File: config.mk
export PLATFORM = sky130hd
export DESIGN_NAME = keypad_scanner
export DESIGN_NICKNAME = d
export VERILOG_FILES = /design/src/rtl/keypad_pkg.sv /design/src/rtl/sync_2ff.sv /design/src/rtl/keypad_scanner.sv
export SDC_FILE = /design/constraint.sdc
export NUM_CORES = 1
export LEC_CHECK = 0
export BUFFER_PORTS_ARGS = -buffer_cell sky130_fd_sc_hd__buf_2
export CORE_AREA = 3 3 73 75
export DETAILED_ROUTE_END_ITERATION = 8
export DIE_AREA = 0 0 76 78
export PLACE_DENSITY_LB_ADDON = 0.3
export SYNTH_ARGS = -nofsm -noshare
export SYNTH_HDL_FRONTEND = slang
export SYNTH_SLANG_ARGS = --single-unit
File: constraint.sdc
create_clock -name clk -period 7.2 [get_ports clk]
set_clock_uncertainty 0.2 [all_clocks]
set_input_delay 1.44 -clock clk [delete_from_list [all_inputs] [get_ports clk]]
set_output_delay 1.44 -clock clk [all_outputs]
set_load 0.05 [all_outputs]
File: src/rtl/keypad_pkg.sv
// ---------------------------------------------------------------------------
// keypad_pkg: shared types, key code map and lookup for the keypad scanner.
// Rev 1.0
// ---------------------------------------------------------------------------
`default_nettype none

package keypad_pkg;

  typedef enum logic [1:0] {
    IDLE      = 2'd0,
    CAND      = 2'd1,
    PRESSED   = 2'd2,
    RELEASING = 2'd3
  } state_e;

  typedef enum logic [1:0] {
    NONE   = 2'd0,
    SINGLE = 2'd1,
    MULTI  = 2'd2
  } scan_e;

  // Indexed [row][col], rows top-to-bottom, columns left-to-right.
  localparam logic [3:0] KEY_MAP [4][4] = '{
    '{4'h1, 4'h2, 4'h3, 4'hA},
    '{4'h4, 4'h5, 4'h6, 4'hB},
    '{4'h7, 4'h8, 4'h9, 4'hC},
    '{4'h0, 4'hF, 4'hE, 4'hD}
  };

  function automatic logic [3:0] key_lookup(input logic [1:0] row, input logic [1:0] col);
    return KEY_MAP[row][col];
  endfunction

endpackage

`default_nettype wire

File: src/rtl/sync_2ff.sv
// ---------------------------------------------------------------------------
// sync_2ff: width-parameterised two-flop synchronizer, resets to all-ones.
// Rev 1.0
// ---------------------------------------------------------------------------
`default_nettype none

module sync_2ff #(
  parameter int WIDTH = 1
) (
  input  logic             clk,
  input  logic             rst_n,
  input  logic [WIDTH-1:0] d_i,
  output logic [WIDTH-1:0] q_o
);

  logic [WIDTH-1:0] meta_q;
  logic [WIDTH-1:0] sync_q;

  always_ff @(posedge clk or negedge rst_n) begin
    if (!rst_n) begin
      meta_q <= '1;
      sync_q <= '1;
    end else begin
      meta_q <= d_i;
      sync_q <= meta_q;
    end
  end

  assign q_o = sync_q;

endmodule

`default_nettype wire

File: src/rtl/keypad_scanner.sv
// ---------------------------------------------------------------------------
// keypad_scanner: 4x4 matrix keypad column scan, debounce and key strobe.
// Rev 1.0
// ---------------------------------------------------------------------------
`default_nettype none

module keypad_scanner #(
  parameter int SCAN_DIV       = 100000,
  parameter int DEBOUNCE_SCANS = 4
) (
  input  logic       clk,
  input  logic       resetn,
  input  logic [3:0] row_n,
  output logic [3:0] col_n,
  output logic [3:0] key_code,
  output logic       key_valid,
  output logic       key_held
);

  import keypad_pkg::*;

  localparam int DW = $clog2(SCAN_DIV);
  localparam int CW = $clog2(DEBOUNCE_SCANS + 1);
  localparam logic [DW-1:0] DIV_LAST = DW'(SCAN_DIV - 1);
  localparam logic [CW-1:0] DEB_N    = CW'(DEBOUNCE_SCANS);

  logic [3:0]    row_s;
  logic [DW-1:0] div_q, div_d;
  logic [1:0]    col_idx_q, col_idx_d;
  logic          tick, scan_end;

  logic          acc_hit_q, acc_hit_d, acc_multi_q, acc_multi_d;
  logic [1:0]    acc_row_q, acc_row_d, acc_col_q, acc_col_d;
  logic [3:0]    low;
  logic [2:0]    n_low;
  logic [1:0]    row_enc;
  scan_e         res;
  logic [3:0]    key;

  state_e        state_q, state_d;
  logic [CW-1:0] cnt_q, cnt_d;
  logic [3:0]    cand_q, cand_d, key_code_q, key_code_d;
  logic          key_valid_q, key_valid_d, key_held_q, key_held_d;
  logic          accept;

  sync_2ff #(.WIDTH(4)) u_row_sync (
    .clk   (clk),
    .rst_n (resetn),
    .d_i   (row_n),
    .q_o   (row_s)
  );

  assign tick     = (div_q == DIV_LAST);
  assign scan_end = tick && (col_idx_q == 2'd3);
  assign div_d    = tick ? '0 : div_q + 1'b1;
  assign col_idx_d = tick ? col_idx_q + 2'd1 : col_idx_q;

  always_comb begin
    low     = ~row_s;
    n_low   = 3'd0;
    row_enc = 2'd0;
    for (int r = 0; r < 4; r++) begin
      if (low[r]) begin
        n_low   = n_low + 3'd1;
        row_enc = 2'(r);
      end
    end
  end

  // Fold the current column's sample in first so the scan-end tick sees column 3.
  always_comb begin
    acc_hit_d   = acc_hit_q;
    acc_multi_d = acc_multi_q;
    acc_row_d   = acc_row_q;
    acc_col_d   = acc_col_q;
    if (tick) begin
      if (n_low > 3'd1 || (n_low == 3'd1 && acc_hit_q)) acc_multi_d = 1'b1;
      if (n_low != 3'd0) begin
        acc_hit_d = 1'b1;
        if (!acc_hit_q) begin
          acc_row_d = row_enc;
          acc_col_d = col_idx_q;
        end
      end
    end
    res = acc_multi_d ? MULTI : (acc_hit_d ? SINGLE : NONE);
    key = key_lookup(acc_row_d, acc_col_d);
  end

  always_comb begin
    state_d     = state_q;
    cnt_d       = cnt_q;
    cand_d      = cand_q;
    key_code_d  = key_code_q;
    key_valid_d = 1'b0;
    key_held_d  = key_held_q;
    accept      = 1'b0;
    if (scan_end) begin
      unique case (state_q)
        IDLE: begin
          if (res == SINGLE) begin
            cand_d = key;
            if (DEBOUNCE_SCANS == 1) accept = 1'b1;
            else begin
              state_d = CAND;
              cnt_d   = CW'(1);
            end
          end
        end
        CAND: begin
          if (res == SINGLE && key == cand_q) begin
            if (cnt_q + CW'(1) == DEB_N) accept = 1'b1;
            else cnt_d = cnt_q + CW'(1);
          end else if (res == SINGLE) begin
            cand_d = key;
            cnt_d  = CW'(1);
          end else begin
            state_d = IDLE;
            cnt_d   = '0;
          end
        end
        PRESSED: begin
          if (res == NONE) begin
            if (DEBOUNCE_SCANS == 1) begin
              state_d    = IDLE;
              key_held_d = 1'b0;
            end else begin
              state_d = RELEASING;
              cnt_d   = CW'(1);
            end
          end
        end
        RELEASING: begin
          if (res != NONE) begin
            state_d = PRESSED;
            cnt_d   = '0;
          end else if (cnt_q + CW'(1) == DEB_N) begin
            state_d    = IDLE;
            cnt_d      = '0;
            key_held_d = 1'b0;
          end else begin
            cnt_d = cnt_q + CW'(1);
          end
        end
        default: state_d = IDLE;
      endcase
    end
    if (accept) begin
      state_d     = PRESSED;
      cnt_d       = '0;
      key_code_d  = key;
      key_valid_d = 1'b1;
      key_held_d  = 1'b1;
    end
  end

  always_ff @(posedge clk or negedge resetn) begin
    if (!resetn) begin
      div_q       <= '0;
      col_idx_q   <= 2'd0;
      acc_hit_q   <= 1'b0;
      acc_multi_q <= 1'b0;
      acc_row_q   <= 2'd0;
      acc_col_q   <= 2'd0;
      state_q     <= IDLE;
      cnt_q       <= '0;
      cand_q      <= 4'h0;
      key_code_q  <= 4'h0;
      key_valid_q <= 1'b0;
      key_held_q  <= 1'b0;
    end else begin
      div_q       <= div_d;
      col_idx_q   <= col_idx_d;
      acc_hit_q   <= scan_end ? 1'b0 : acc_hit_d;
      acc_multi_q <= scan_end ? 1'b0 : acc_multi_d;
      acc_row_q   <= scan_end ? 2'd0 : acc_row_d;
      acc_col_q   <= scan_end ? 2'd0 : acc_col_d;
      state_q     <= state_d;
      cnt_q       <= cnt_d;
      cand_q      <= cand_d;
      key_code_q  <= key_code_d;
      key_valid_q <= key_valid_d;
      key_held_q  <= key_held_d;
    end
  end

  assign col_n     = ~(4'b0001 << col_idx_q);
  assign key_code  = key_code_q;
  assign key_valid = key_valid_q;
  assign key_held  = key_held_q;

endmodule

`default_nettype wire
## After elaboration in Yosys (flattened, before gate mapping)

Index checks and enable logic that the tools add are counted.

| storage, ports and cells | value |
|---|---|
| flip-flop bits (word level) | 48 |
| input bits | 6 |
| output and inout bits | 10 |
| word-level logic and storage cells | 123 |

| operators by class | value |
|---|---|
| add/subtract/negate cells | 6 |
| magnitude comparators | 3 |
| equal/unequal tests | 17 |
| shift-type cells | 1 |
| mux-type cells | 62 |
| bitwise operators | 4 |
| reduce and logical (&&, ||, !) cells | 16 |

Operators with widths:

| cell | count |
|---|---|
| 2-bit two-way mux | 19 |
| 3-bit two-way mux | 11 |
| 16-bit binary-select mux with 2-bit select | 1 |
| 16-bit two-way mux | 2 |
| 1-bit two-way mux | 20 |
| 17-bit by 1-bit adder with 17-bit output (second input constant) | 1 |
| 17-bit equality test (second input constant) | 1 |
| 17-bit two-way mux | 1 |
| 4-bit two-way mux | 4 |
| 3-bit by 1-bit adder with 3-bit output (second input constant) | 4 |
| 3-bit inequality test (second input constant) | 4 |
| 3-bit one-hot mux with 4 select lines | 1 |
| 2-bit nonzero test | 5 |
| 4-bit binary-select mux with 2-bit select | 1 |
| 4-bit inequality test (second input constant) | 2 |
| 4-bit NOT | 2 |
| 2-bit one-hot mux with 4 select lines | 1 |
| 4-bit one-hot mux with 2 select lines | 1 |
| 4-bit AND reduction | 2 |
| 2-bit equality test (second input constant) | 3 |
| 3-bit >= comparator (second input constant) | 2 |
| 2-bit NOT with 3-bit output | 2 |
| 6-bit AND reduction | 1 |
| 2-bit by 1-bit equality test with 1-bit output (second input constant) | 2 |
| other kinds (12) | 16 |

## Longest topological paths before layout

Gate-level depths: netlist of the first run.

| depth | value |
|---|---|
| depth after elaboration | 25 |
| gate-level depth with buffers | 18 |
| gate-level depth less buffers | 18 |

## Hierarchy

A second synthesis of the first run with hierarchy kept.

| second synthesis, totals | value |
|---|---|
| cells, all modules | 290 |
| area, all modules | 2,861.5 um2 |

Modules (own cells, without submodules):

| module | instances | cells each | area each (um2) | sequential area each (um2) |
|---|---|---|---|---|
| keypad_scanner | 1 | 282 | 2,651.3 | 1,001.0 |
| sync_2ff | 1 | 8 | 210.2 | 210.2 |

## Worst setup path after synthesis of the first run

No wires, ideal clock.

| timing | value |
|---|---|
| kind | reg2reg |
| start | reg u_row_sync.sync_q[0] (netlist: u_row_sync.q_o[0]) |
| end | reg key_code_q[0] (netlist: key_code[0]) |
| library setup time | 125 ps |
| arrival | 4,680 ps |
| required time | 6,875 ps |
| path slack | 2,195 ps |
| stages on the path, launching flop included | 16 |
| buffers on the path | 0 |
| period minus slack after synthesis | 5,005 ps |
| path through | dfstp_2 -> inv_1 -> ha_1 -> xnor2_1 -> ha_1 -> nor3_1 -> or3_4 -> a311oi_4 -> mux2i_1 -> ha_1 -> mux4_2 -> mux2_2 -> xnor2_1 -> nand3_2 -> nor3_4 -> mux2_4 |

| between the ends | value |
|---|---|
| word-level cells in the longest chain between the ends | 23 |
| elaborated cells on any way between the ends | 37 |
| classes of those cells | 3 x add/sub; 1 x order compare; 3 x eq/ne; 23 x mux; 3 x bitwise; 4 x reduce/logical |

Ends and longest elaborated chain:

| what | RTL line | text |
|---|---|---|
| from (decl) | sync_2ff.sv:17 | `logic [WIDTH-1:0] sync_q;` |
| from (signal assigned) | sync_2ff.sv:25 | `sync_q <= meta_q;` |
| 4-bit NOT (*) | keypad_scanner.sv:59 | `low = ~row_s;` |
| 1-bit two-way mux (*) | keypad_scanner.sv:63 | `if (low[r]) begin` |
| 3-bit by 1-bit adder with 3-bit output | keypad_scanner.sv:64 | `n_low = n_low + 3'd1;` |
| 3-bit two-way mux (*) | keypad_scanner.sv:63 |  |
| 3-bit by 1-bit adder with 3-bit output | keypad_scanner.sv:64 |  |
| 3-bit two-way mux (*) | keypad_scanner.sv:63 |  |
| 3-bit by 1-bit adder with 3-bit output | keypad_scanner.sv:64 |  |
| 3-bit two-way mux (*) | keypad_scanner.sv:63 |  |
| [... 5 more ...] | - |  |
| 16-bit two-way mux (implied by the code) (2 in a row) | keypad_pkg.sv:31 | `return KEY_MAP[row][col];` |
| 4-bit binary-select mux with 2-bit select | keypad_pkg.sv:31 |  |
| 4-bit two-way mux (implied by the code) (2 in a row) | keypad_pkg.sv:31 |  |
| 4-bit equality test | keypad_scanner.sv:111 | `if (res == SINGLE && key == cand_q) begin` |
| 1-bit logical AND | keypad_scanner.sv:111 |  |
| 1-bit two-way mux | keypad_scanner.sv:111 |  |
| 1-bit two-way mux | keypad_scanner.sv:99 | `unique case (state_q)` |
| 1-bit two-way mux | keypad_scanner.sv:98 | `if (scan_end) begin` |
| to (signal assigned) | keypad_scanner.sv:181 | `key_code_q <= key_code_d;` |
| to (decl) | keypad_scanner.sv:42 | `logic [3:0] cand_q, cand_d, key_code_q, key_code_d;` |

Every way passes the cells marked *; elsewhere a longest branch is shown, timed or not. The select of a mux whose other input is x is not followed.
A chain may end at the register's enable or synchronous reset.

## Final worst setup path of the first run

| timing | value |
|---|---|
| start | reg u_row_sync.sync_q[0] (netlist: u_row_sync.q_o[0]) |
| end | reg key_code_q[3] (netlist: key_code[3]) |

Same word-level chain as after synthesis.

==> impl_results.md, run 1 <==
- Worst setup EP type: flop
- Fillers: 383
- Startpoint types: flop
- Synth-to-Final Area Change: 7.96%
- Post-synth cell types: 65
- Final TNS setup: 0 ns
- Number of max-cap violations: 0
- RR Startpoint: u_row_sync.q_o[0]$_DFF_PN1_
- Setup CP Type: flop to flop
- Flop pwr share: 55.5%
- Crit path DAT: 5.45 ns
- HP Class: flop to flop
- Leak: 1.29 nW
- TritonRoute pass-1 iters: 4
- Reg-to-reg slack, setup: 1.74 ns
- H-tree levels: 2
- Fin. Hold Viols: 0
- Port bufs: 15
- Routed WL: 5410 um
- #FFs+latches synth: 48
- # diodes: 0
- PD cells: 163 nW/um^2
- Wire per inst: 15.1 um
- Initial antenna violation count: 0
- Clock Tree Root: clkbuf_8
- Avg Cell Area, Syn: 10.2 sq um
- FF-to-FF End: key_code[3]$_DFFE_PN0P_
- CP Capture Point: key_code[3]$_DFFE_PN0P_
- DRC: 0
- Final total power: about 500 uW
- Fmax: 0.183 GHz
- Synth async-reset ratio: 100%
- Vias: 2,082
- Setup bufs post-CTS: 0
- Synth Instances: approximately 280
- Status: finished, final reports clean
- CTS max path bufs: 2
- Peak VDD IR: 0.000118 V
- Slew @ Worst Pin: 1.04 ns
- Gr usage total: between 10% and 20%
- Clk_lat worst skew: 0.30 ns
- Overall die area: 5930 sq um
- Yosys warning total: 0
- Post-synth EDFFs: 0
- P_int: 388 uW
- Post-synthesis cell area: between 2000 and 3000 sq um
- Slew Viols, Final: 0
- Reg clk slew, reported paths: 0.09 ns
- # nets final: 308
- Sw Ratio: between 20 and 25%
- IO Pins: 16
- Num rows: 25
- Num CTS Buffers: 5
- Max FO, Critical Path: 9
- Comb pwr share: just under 5%
- Crit share post-route: approximately three quarters
- Fraction of the yosys area taken by sequential cells: 42.8%
- CTS hold repair buffers: 0
- Rel. slew slack: 30.5%
- Global route total overflow: 0
- First-pass GRT wire length: ~9000 um
- Die width: between 70 and 80 um
- Vias in the first global route: 1,971
- WP data required: slightly above 7 ns
- Area of the multi-input gates: 1500 sq um
- GP Congestion: 0.899
- CTS tree: yes
- Detailed placement HPWL: 3960 um
- RSZ-0062 raised after global routing: no
- Starting density of the core: 59.9%
- Register area: 1210 sq um
- Die height: 78 um
- Routed vias/inst: 5.82
- Critical path origin: u_row_sync.q_o[0]$_DFF_PN1_
- Initial DRC Count: 161
- Switching power: 109 uW
- Ys flop type: dfrtp_1
- Min Tclk post-route: 5.46 ns
- Core area: roughly 4700 sq um
- Endpoints failing setup: 0
- Layout cells sized above 1: between 10% and 20%
- Largest net degree at the start of global routing: 49
- Clock sinks: 48
- Post-route ant nets: 0
- Clock share of power: 39.5%
- R2r worst-path depth: 15
- Post-CTS Resized: 0
- Syn_nets: 296
[Yosys cell counts, types with 2 or more instances]
cell / count / area share, %
a211oi_1: 3 / 0.80
a21boi_0: 3 / 0.80
a21oi_1: 7 / 1.2
a2bb2oi_1: 2 / 0.62
and2_1: 2 / 0.44
and3_1: 4 / 0.88
and4_1: 2 / 0.62
and4bb_2: 2 / 0.88
clkbuf_1: 6 / 0.80
dfrtp_1: 40 / 35
dfstp_2: 8 / 7.4
ha_1: 12 / 5.3
inv_1: 18 / 2.4
mux2_2: 5 / 2.0
mux2_4: 3 / 1.6
mux2i_1: 7 / 2.5
mux4_2: 2 / 1.6
nand2_1: 15 / 2.0
nand2b_1: 3 / 0.66
nand3_1: 10 / 1.8
nand3b_1: 2 / 0.53
nand4_1: 7 / 1.5
nor2_1: 31 / 4.1
nor2b_1: 3 / 0.66
nor3_1: 9 / 1.6
nor4b_1: 3 / 0.93
o21ai_0: 7 / 1.2
or3_1: 4 / 0.88
or4_1: 2 / 0.53
xnor2_1: 13 / 4.0
xor2_1: 9 / 2.8
[sequential cells by signal, indices dropped and copies added, names as in the netlist, 3 cells and up]
register           flops
div_q                 17
cand_q                 4
key_code               4
u_row_sync.meta_q      4
u_row_sync.q_o         4
cnt_q                  3
[area by class of cell]
type / instances / share of cell area, %
clock buffer: 5 / 2.25
tap: 67 / 2.74
clock inverter: 3 / 1.56
sequential: 48 / 39.7
timing repair buffer: 15 / 2.46
multi-input combinational: 202 / 49.1
inverter: 18 / 2.21
[stage by stage]
step	instances	cell area (sq um)	utilization (%)	setup WS, ns	hold WS (ns)
after global placement	350	2940	62.2	1.96	0.147
final	358	3050	64.7	1.74	0.160
after global routing	358	3050	64.7	1.42	0.164
after floorplan	278	2830	-	2.20	0.145
after CTS	358	3050	64.7	1.72	0.161
after detailed placement	350	2940	62.2	1.76	0.147
[metal layers]
metal | global-route usage (%) | part of all wire, % | vias up
met5 | 0 | 0 | -
met4 | 9.24 | 2.5 | 0
met3 | 4.41 | 4.0 | 10
met2 | 31.5 | 47 | 52
met1 | 24.8 | 47 | 1008
li1 | - | - | 1012
[critical path: stages, from the launching register on]
cell and delay (ns):
dfstp_2 0.54, inv_1 0.04, ha_1 0.34, xnor2_1 0.27, ha_1 0.24, nor3_1 0.07, or3_4 0.36, a311oi_4 0.59
mux2i_1 0.37, ha_1 0.32, mux4_2 0.46, mux2_2 0.31, xnor2_1 0.33, nand3_2 0.21, nor3_4 0.36, mux2_4 0.33
[worst min-delay path by stage]
stage / from / depth (start not counted) / end
2_1_floorplan: u_row_sync.meta_q[0]$_DFF_PN1_ / 0 / u_row_sync.q_o[0]$_DFF_PN1_
3_3_place_gp: u_row_sync.meta_q[1]$_DFF_PN1_ / 0 / u_row_sync.q_o[1]$_DFF_PN1_
3_5_place_dp: u_row_sync.meta_q[0]$_DFF_PN1_ / 0 / u_row_sync.q_o[0]$_DFF_PN1_
4_1_cts: u_row_sync.meta_q[0]$_DFF_PN1_ / 0 / u_row_sync.q_o[0]$_DFF_PN1_
5_1_grt: u_row_sync.meta_q[3]$_DFF_PN1_ / 0 / u_row_sync.q_o[3]$_DFF_PN1_
6_report: u_row_sync.meta_q[0]$_DFF_PN1_ / 0 / u_row_sync.q_o[0]$_DFF_PN1_
[power groups by stage]
stage | Combinational, mW | Sequential (mW) | Clock [mW]
final | 0.0245 | 0.276 | 0.197
after global routing | 0.0275 | 0.277 | 0.214
after CTS | 0.0250 | 0.276 | 0.203
after detailed placement | 0.0249 | 0.281 | 0
after global placement | 0.0243 | 0.281 | 0
after floorplan | 0.0177 | 0.280 | 0
[cell families after synthesis]
kind of cell | after synthesis | synth area share (%)
simple gates | 109 | 21.5
mux | 17 | 7.65
xor+xnor | 22 | 6.81
compound gates | 41 | 11.5
flops | 48 | 42.8
fa+ha+maj | 13 | 5.66
buf+inv | 28 | 4.16
[cell usage in the layout (no fill, tap or decap), types with 7 or more instances in the layout]
| cell type | count |
|---|---|
| dfrtp_1 | 40 |
| nor2_1 | 31 |
| inv_1 | 18 |
| nand2_1 | 15 |
| buf_2 | 15 |
| xnor2_1 | 13 |
| ha_1 | 12 |
| nand3_1 | 10 |
| nor3_1 | 9 |
| xor2_1 | 9 |
| dfstp_2 | 8 |
| nand4_1 | 7 |
| mux2i_1 | 7 |
| a21oi_1 | 7 |
| o21ai_0 | 7 |
Power figures use the tool's default switching activity.
==> run 2: changes to the inputs <==
--- a/config.mk
+++ b/config.mk
@@ -6,9 +6,9 @@
 export NUM_CORES = 1
 export LEC_CHECK = 0
 export BUFFER_PORTS_ARGS = -buffer_cell sky130_fd_sc_hd__buf_2
-export CORE_AREA = 3 3 73 75
+export CORE_AREA = 3 3 76 78
 export DETAILED_ROUTE_END_ITERATION = 8
-export DIE_AREA = 0 0 76 78
+export DIE_AREA = 0 0 79 81
 export PLACE_DENSITY_LB_ADDON = 0.3
 export SYNTH_ARGS = -nofsm -noshare
 export SYNTH_HDL_FRONTEND = slang
==> constraint.sdc (replaced) <==
create_clock -name clk -period 4.4 [get_ports clk]
set_clock_uncertainty 0.2 [all_clocks]
set_input_delay 0.88 -clock clk [delete_from_list [all_inputs] [get_ports clk]]
set_output_delay 0.88 -clock clk [all_outputs]
set_load 0.05 [all_outputs]
==> impl_results.md, run 2 (same netlist as run 1, synthesis figures left out) <==
- Failing checks: negative setup slack
- Overall die area: 6400 sq um
- Endpoints failing setup: 11
- Rel. slew slack: 29.2%
- Vias: about 2,200
- Initial DRC Count: roughly 110
- Layout cells sized above 1: 30.0%
- Peak VDD IR: 0.000179 V
- Routed WL: 5930 um
- First-pass GRT wire length: 9800 um
- Max FO, Critical Path: 4
- Commonest non-fill, non-tap cells in the layout: 40 x dfrtp_1, 31 x nor2_1, 23 x buf_4
- Starting density of the core: 55.0%
- Post-Place Worst Slack: -0.253 ns
- Setup CP Type: flop to flop
- Reg with most FFs: div_q
- Setup WS post-layout: -0.261 ns
- Met1 usage: 26.7%
- Global route total overflow: 0
- Fin. Hold Viols: 0
- Wire per inst: 15.3 um
- GRT Max-Usage Layer: met2
- Clock sinks: 48
- H-tree levels: 2
- Num rows: 26
- Die height: about 80 um
- Port bufs: 15
- M2 GR Usage: 31.1%
- Synth-to-Final Area Change: 20.3%
- CTS max path bufs: 2
- Die width: between 70 and 80 um
- GRT met3 Usage: 3.99%
- Slew @ Worst Pin: roughly 1.1 ns
- PD cells: 243 nW/um^2
- # diodes: 0
- RSZ-0062 raised after global routing: yes
- Post-route ant nets: 0
- Most common cell after layout, fill and taps aside: dfrtp_1
- Status: finished, violations left
- IO Pins: 16
- Reg clk slew, reported paths: around 0.090 ns
- Max FFs per register: 17
- Crit share post-route: 106%
- Min Tclk post-route: ~4.7 ns
- Fin Hold WS: between 0.15 and 0.2 ns
- Vias in the first global route: 2,074
- CTS tree: yes
- WP data required: 4.39 ns
- Startpoint types: flop
- Gr usage total: 19.5%
- GP Congestion: 0.923
- Area of the multi-input gates: between 1500 and 2000 sq um
- Clk_lat worst skew: about 0.30 ns
- Final total power: a little over 800 uW
- HP Class: flop to flop
- DRC: 0
- Routed vias/inst: 5.68
- Num CTS Buffers: 5
- Worst setup EP type: flop
- Number of max-cap violations: 0
- Register area: ~1200 sq um
- Fmax: ~0.21 GHz
- Largest net degree at the start of global routing: a little under 50
- Detailed placement HPWL: 4260 um
- Core area: ~5000 sq um
- TritonRoute pass-1 iters: 4
- Initial antenna violation count: 0
- Crit path DAT: 4.66 ns
- Fillers: 417
- # nets final: 334
- Leak: 1.44 nW
- Slew Viols, Final: 0
- Clock Tree Root: clkbuf_8
-- run 2: worst paths after layout --
path                                                start                          end  slack (ns)  cells past startpoint
setup / recovery              u_row_sync.q_o[1]$_DFF_PN1_      key_code[1]$_DFFE_PN0P_       -0.26                     15
hold / removal             u_row_sync.meta_q[0]$_DFF_PN1_  u_row_sync.q_o[0]$_DFF_PN1_        0.16                      0
setup reg to reg              u_row_sync.q_o[1]$_DFF_PN1_      key_code[1]$_DFFE_PN0P_       -0.26                     15
hold reg to reg            u_row_sync.meta_q[0]$_DFF_PN1_  u_row_sync.q_o[0]$_DFF_PN1_        0.16                      0
max in group asynchronous                          resetn     col_idx_q[1]$_DFFE_PN0N_        2.77                      1
min in group asynchronous                          resetn      key_code[3]$_DFFE_PN0P_        0.55                      1
-- run 2: area by class of cell --
class	count	area share, %
Tap cell	70	2.57
Clock buffer	6	2.13
Inverter	18	1.99
Sequential cell	48	35.6
Clock inverter	2	1.03
Timing Repair Buffer	41	8.28
Multi-Input combinational cell	202	48.4
-- run 2: power breakdown --
| part | internal, mW | leakage [nW] | switching, mW | total (mW) |
|---|---|---|---|---|
| clock | 0.169 | 0.0552 | 0.144 | 0.313 |
| sequential | 0.448 | 0.629 | 0.00441 | 0.452 |
| combinational | 0.0307 | 0.759 | 0.0320 | 0.0627 |
| total | 0.647 | 1.44 | 0.181 | 0.828 |
-- run 2: worst max-delay path, cell delays in order, from the launching register on --
cell,delay (ns)
dfstp_2,0.55
inv_2,0.05
ha_4,0.28
xnor2_4,0.11
ha_2,0.21
nor3_2,0.05
or3_4,0.35
a311oi_4,0.36
mux2i_2,0.30
ha_1,0.31
mux4_2,0.47
mux2_4,0.31
xnor2_4,0.19
nand3_4,0.12
nor3_4,0.34
mux2_4,0.33
-- run 2: per-stage QoR --
stage / cell area, sq um / util (%) / instances / setup TNS, ns
after global placement: 3160 / 61.4 / 375 / -0.861
after floorplan: 2880 / - / 278 / -1.59
final: 3400 / 66.2 / 387 / -2.19
after global routing: 3400 / 66.2 / 387 / -3.73
after CTS: 3320 / 64.5 / 386 / -1.51
after detailed placement: 3160 / 61.4 / 375 / -2.22
-- run 2: layer usage --
layer  share of wire (%)  vias up
met5                   0        -
met4                 1.7        0
met3                 3.7       12
met2                  49       45
met1                  46     1079
li1                    -     1064
-- run 2: timing repair --
| action | 4_1_cts | 5_1_grt |
|---|---|---|
| setup endpoints to repair | 10 | 13 |
| hold buffers | 0 | 0 |
| cloned | 0 | 0 |
| buffers inserted | 3 | 2 |
| gates resized for setup | 6 | 18 |
| pin swaps | 4 | 5 |
==> run 3: changes to the inputs <==
--- a/config.mk
+++ b/config.mk
@@ -5,10 +5,10 @@
 export SDC_FILE = /design/constraint.sdc
 export NUM_CORES = 1
 export LEC_CHECK = 0
-export BUFFER_PORTS_ARGS = -buffer_cell sky130_fd_sc_hd__buf_2
-export CORE_AREA = 3 3 76 78
+export CORE_AREA = 3 3 75 77
 export DETAILED_ROUTE_END_ITERATION = 8
-export DIE_AREA = 0 0 79 81
+export DIE_AREA = 0 0 78 80
+export DONT_BUFFER_PORTS = 1
 export PLACE_DENSITY_LB_ADDON = 0.3
 export SYNTH_ARGS = -nofsm -noshare
 export SYNTH_HDL_FRONTEND = slang
==> impl_results.md, run 3 (same netlist as run 1, synthesis figures left out) <==
- Fillers: 415
- Largest net degree at the start of global routing: 49
- Die width: 78 um
- Rel. slew slack: 59.4%
- Wire length on met2: 2920 um
- Global route total overflow: 0
- Leak: 1.39 nW
- Reg clk slew, reported paths: ~0.09 ns
- WP data required: 4.44 ns
- Min Tclk post-route: 4.67 ns
- Area of the multi-input gates: around 1700 sq um
- Vias: ~2,200
- Starting density of the core: a little under three fifths
- Synth-to-Final Area Change: 18.7%
- CTS max path bufs: 2
- Fin. Hold Viols: 0
- Met1 Routed Length: 2730 um
- Crit path largest cell delay: 0.56 ns
- Slew Viols, Final: 0
- # diodes: 0
- Slew @ Worst Pin: around 0.6 ns
- Fin cells: 377
- Top Layer Used: met4
- H-tree levels: 2
- Max FO, Critical Path: 4
- Post-route ant nets: 0
- Crit-path slowest cell: dfstp_2
- Setup WS post-layout: -0.269 ns
- Layout cells sized above 1: 27.7%
- Clock sinks: between 40 and 50
- Worst Path Buf+Inv: 2
- Core area: 5070 sq um
- Crit path DAT: 4.71 ns
- Number of max-cap violations: 0
- IO Pins: 16
- HP Class: input pin to async pin
- Port bufs: 0
- Endpoints failing setup: 11
- Initial antenna violation count: 0
- Overall die area: 6240 sq um
- Startpoint types: flop
- Routed WL: 5990 um
- Final total power: 779 uW
- Clock Tree Root: clkbuf_8
- Delay-heaviest family, CP: multiplexers
- Max FFs per register: 17
- Wire per inst: 15.9 um
- Initial DRC Count: 134
- First-pass GRT wire length: a little over 10,000 um
- PD cells: 232 nW/um^2
- Most common cell after layout, fill and taps aside: dfrtp_1
- Setup CP Type: flop to flop
- Crit share post-route: 106%
- Worst setup EP type: flop
- Die height: 80 um
- # nets final: roughly 320
- Gr usage total: 20.8%
- Status: finished, violations left
- TritonRoute pass-1 iters: 4
- Routed vias/inst: about 5.9
- Num CTS Buffers: 5
- Fmax: 0.214 GHz
- Reg with most FFs: div_q
- Vias in the first global route: 2,160
- CTS tree: yes
- DRC: 0
- Critical Path, Cell by Cell: inv_2 > ha_4 > xnor2_4 > ha_4 > nor3_2 > or3_4 > a311oi_4 > mux2i_2 > ha_1 > mux4_2 > mux2_4 > xnor2_4 > nand3_4 > buf_6 > or4_1 > a21oi_1
- Cell Count Post-Placement: between 300 and 400
- Register area: 1210 sq um
- Num rows: 26
- Peak VDD IR: between 0.0002 and 0.00025 V
- Met3 wire len: 260 um
- GP Congestion: 0.889
- Clk_lat worst skew: 0.31 ns
- Commonest non-fill, non-tap cells in the layout: 40 x dfrtp_1, 31 x nor2_1, 28 x buf_4
- RSZ-0062 raised after global routing: yes
- Failing checks: negative setup slack
- Detailed placement HPWL: 4100 um
- Reg-to-reg slack, setup: -0.27 ns
-- run 3: worst paths after layout --
check | from | endpoint | cells past startpoint
worst max-delay path | u_row_sync.q_o[1]$_DFF_PN1_ | cnt_q[1]$_DFFE_PN0P_ | 16
worst min-delay path | resetn | key_code[1]$_DFFE_PN0P_ | 0
worst max register to register | u_row_sync.q_o[1]$_DFF_PN1_ | cnt_q[1]$_DFFE_PN0P_ | 16
worst min register to register | u_row_sync.meta_q[0]$_DFF_PN1_ | u_row_sync.q_o[0]$_DFF_PN1_ | 0
max in group asynchronous | resetn | u_row_sync.q_o[0]$_DFF_PN1_ | 0
min in group clk | u_row_sync.meta_q[0]$_DFF_PN1_ | u_row_sync.q_o[0]$_DFF_PN1_ | 0
-- run 3: worst reg2reg max path, cell delays in order (launching register included) --
cell,delay (ns)
dfstp_2,0.56
inv_2,0.05
ha_4,0.26
xnor2_4,0.16
ha_4,0.16
nor3_2,0.04
or3_4,0.35
a311oi_4,0.38
mux2i_2,0.31
ha_1,0.31
mux4_2,0.47
mux2_4,0.33
xnor2_4,0.19
nand3_4,0.12
buf_6,0.14
or4_1,0.43
a21oi_1,0.15
-- run 3: area by class of cell --
type / count / area share (%)
sequential: 48 / 36.1
clock buffer: 5 / 2.05
timing repair buffer: 31 / 7.27
multi-input combinational: 202 / 49.4
inverter: 18 / 2.01
tap: 70 / 2.61
clock inverter: 3 / 0.559
-- run 3: through the flow --
stage	hold slack, ns	util (%)	setup TNS, ns	cell area (sq um)	setup slack, ns
5_1_grt	0.0233	66.2	-3.77	3360	-0.415
2_1_floorplan	0.145	-	-1.59	2880	-0.298
3_5_place_dp	0.149	60.9	-2.65	3090	-0.299
4_1_cts	0.0351	64.2	-1.82	3260	-0.217
6_report	0.0507	66.2	-1.94	3360	-0.269
3_3_place_gp	0.146	60.9	-0.692	3090	-0.0995
-- run 3: per-layer routing --
metal  vias up  track usage (%)
met5         -                0
met4         0             6.29
met3        10             5.53
met2        55             34.3
met1      1107             26.8
li1       1043                -
-- run 3: timing repair --
action,4_1_cts,5_1_grt
setup endpoints to repair,11,13
pin swaps,5,2
gates resized for setup,12,14
buffers inserted,4,4
hold buffers,0,0
-- run 3: power breakdown --
| group | internal, mW | total, mW | switching [mW] |
|---|---|---|---|
| combinational | 0.0354 | 0.0607 | 0.0252 |
| sequential | 0.448 | 0.452 | 0.00406 |
| clock | 0.110 | 0.267 | 0.157 |
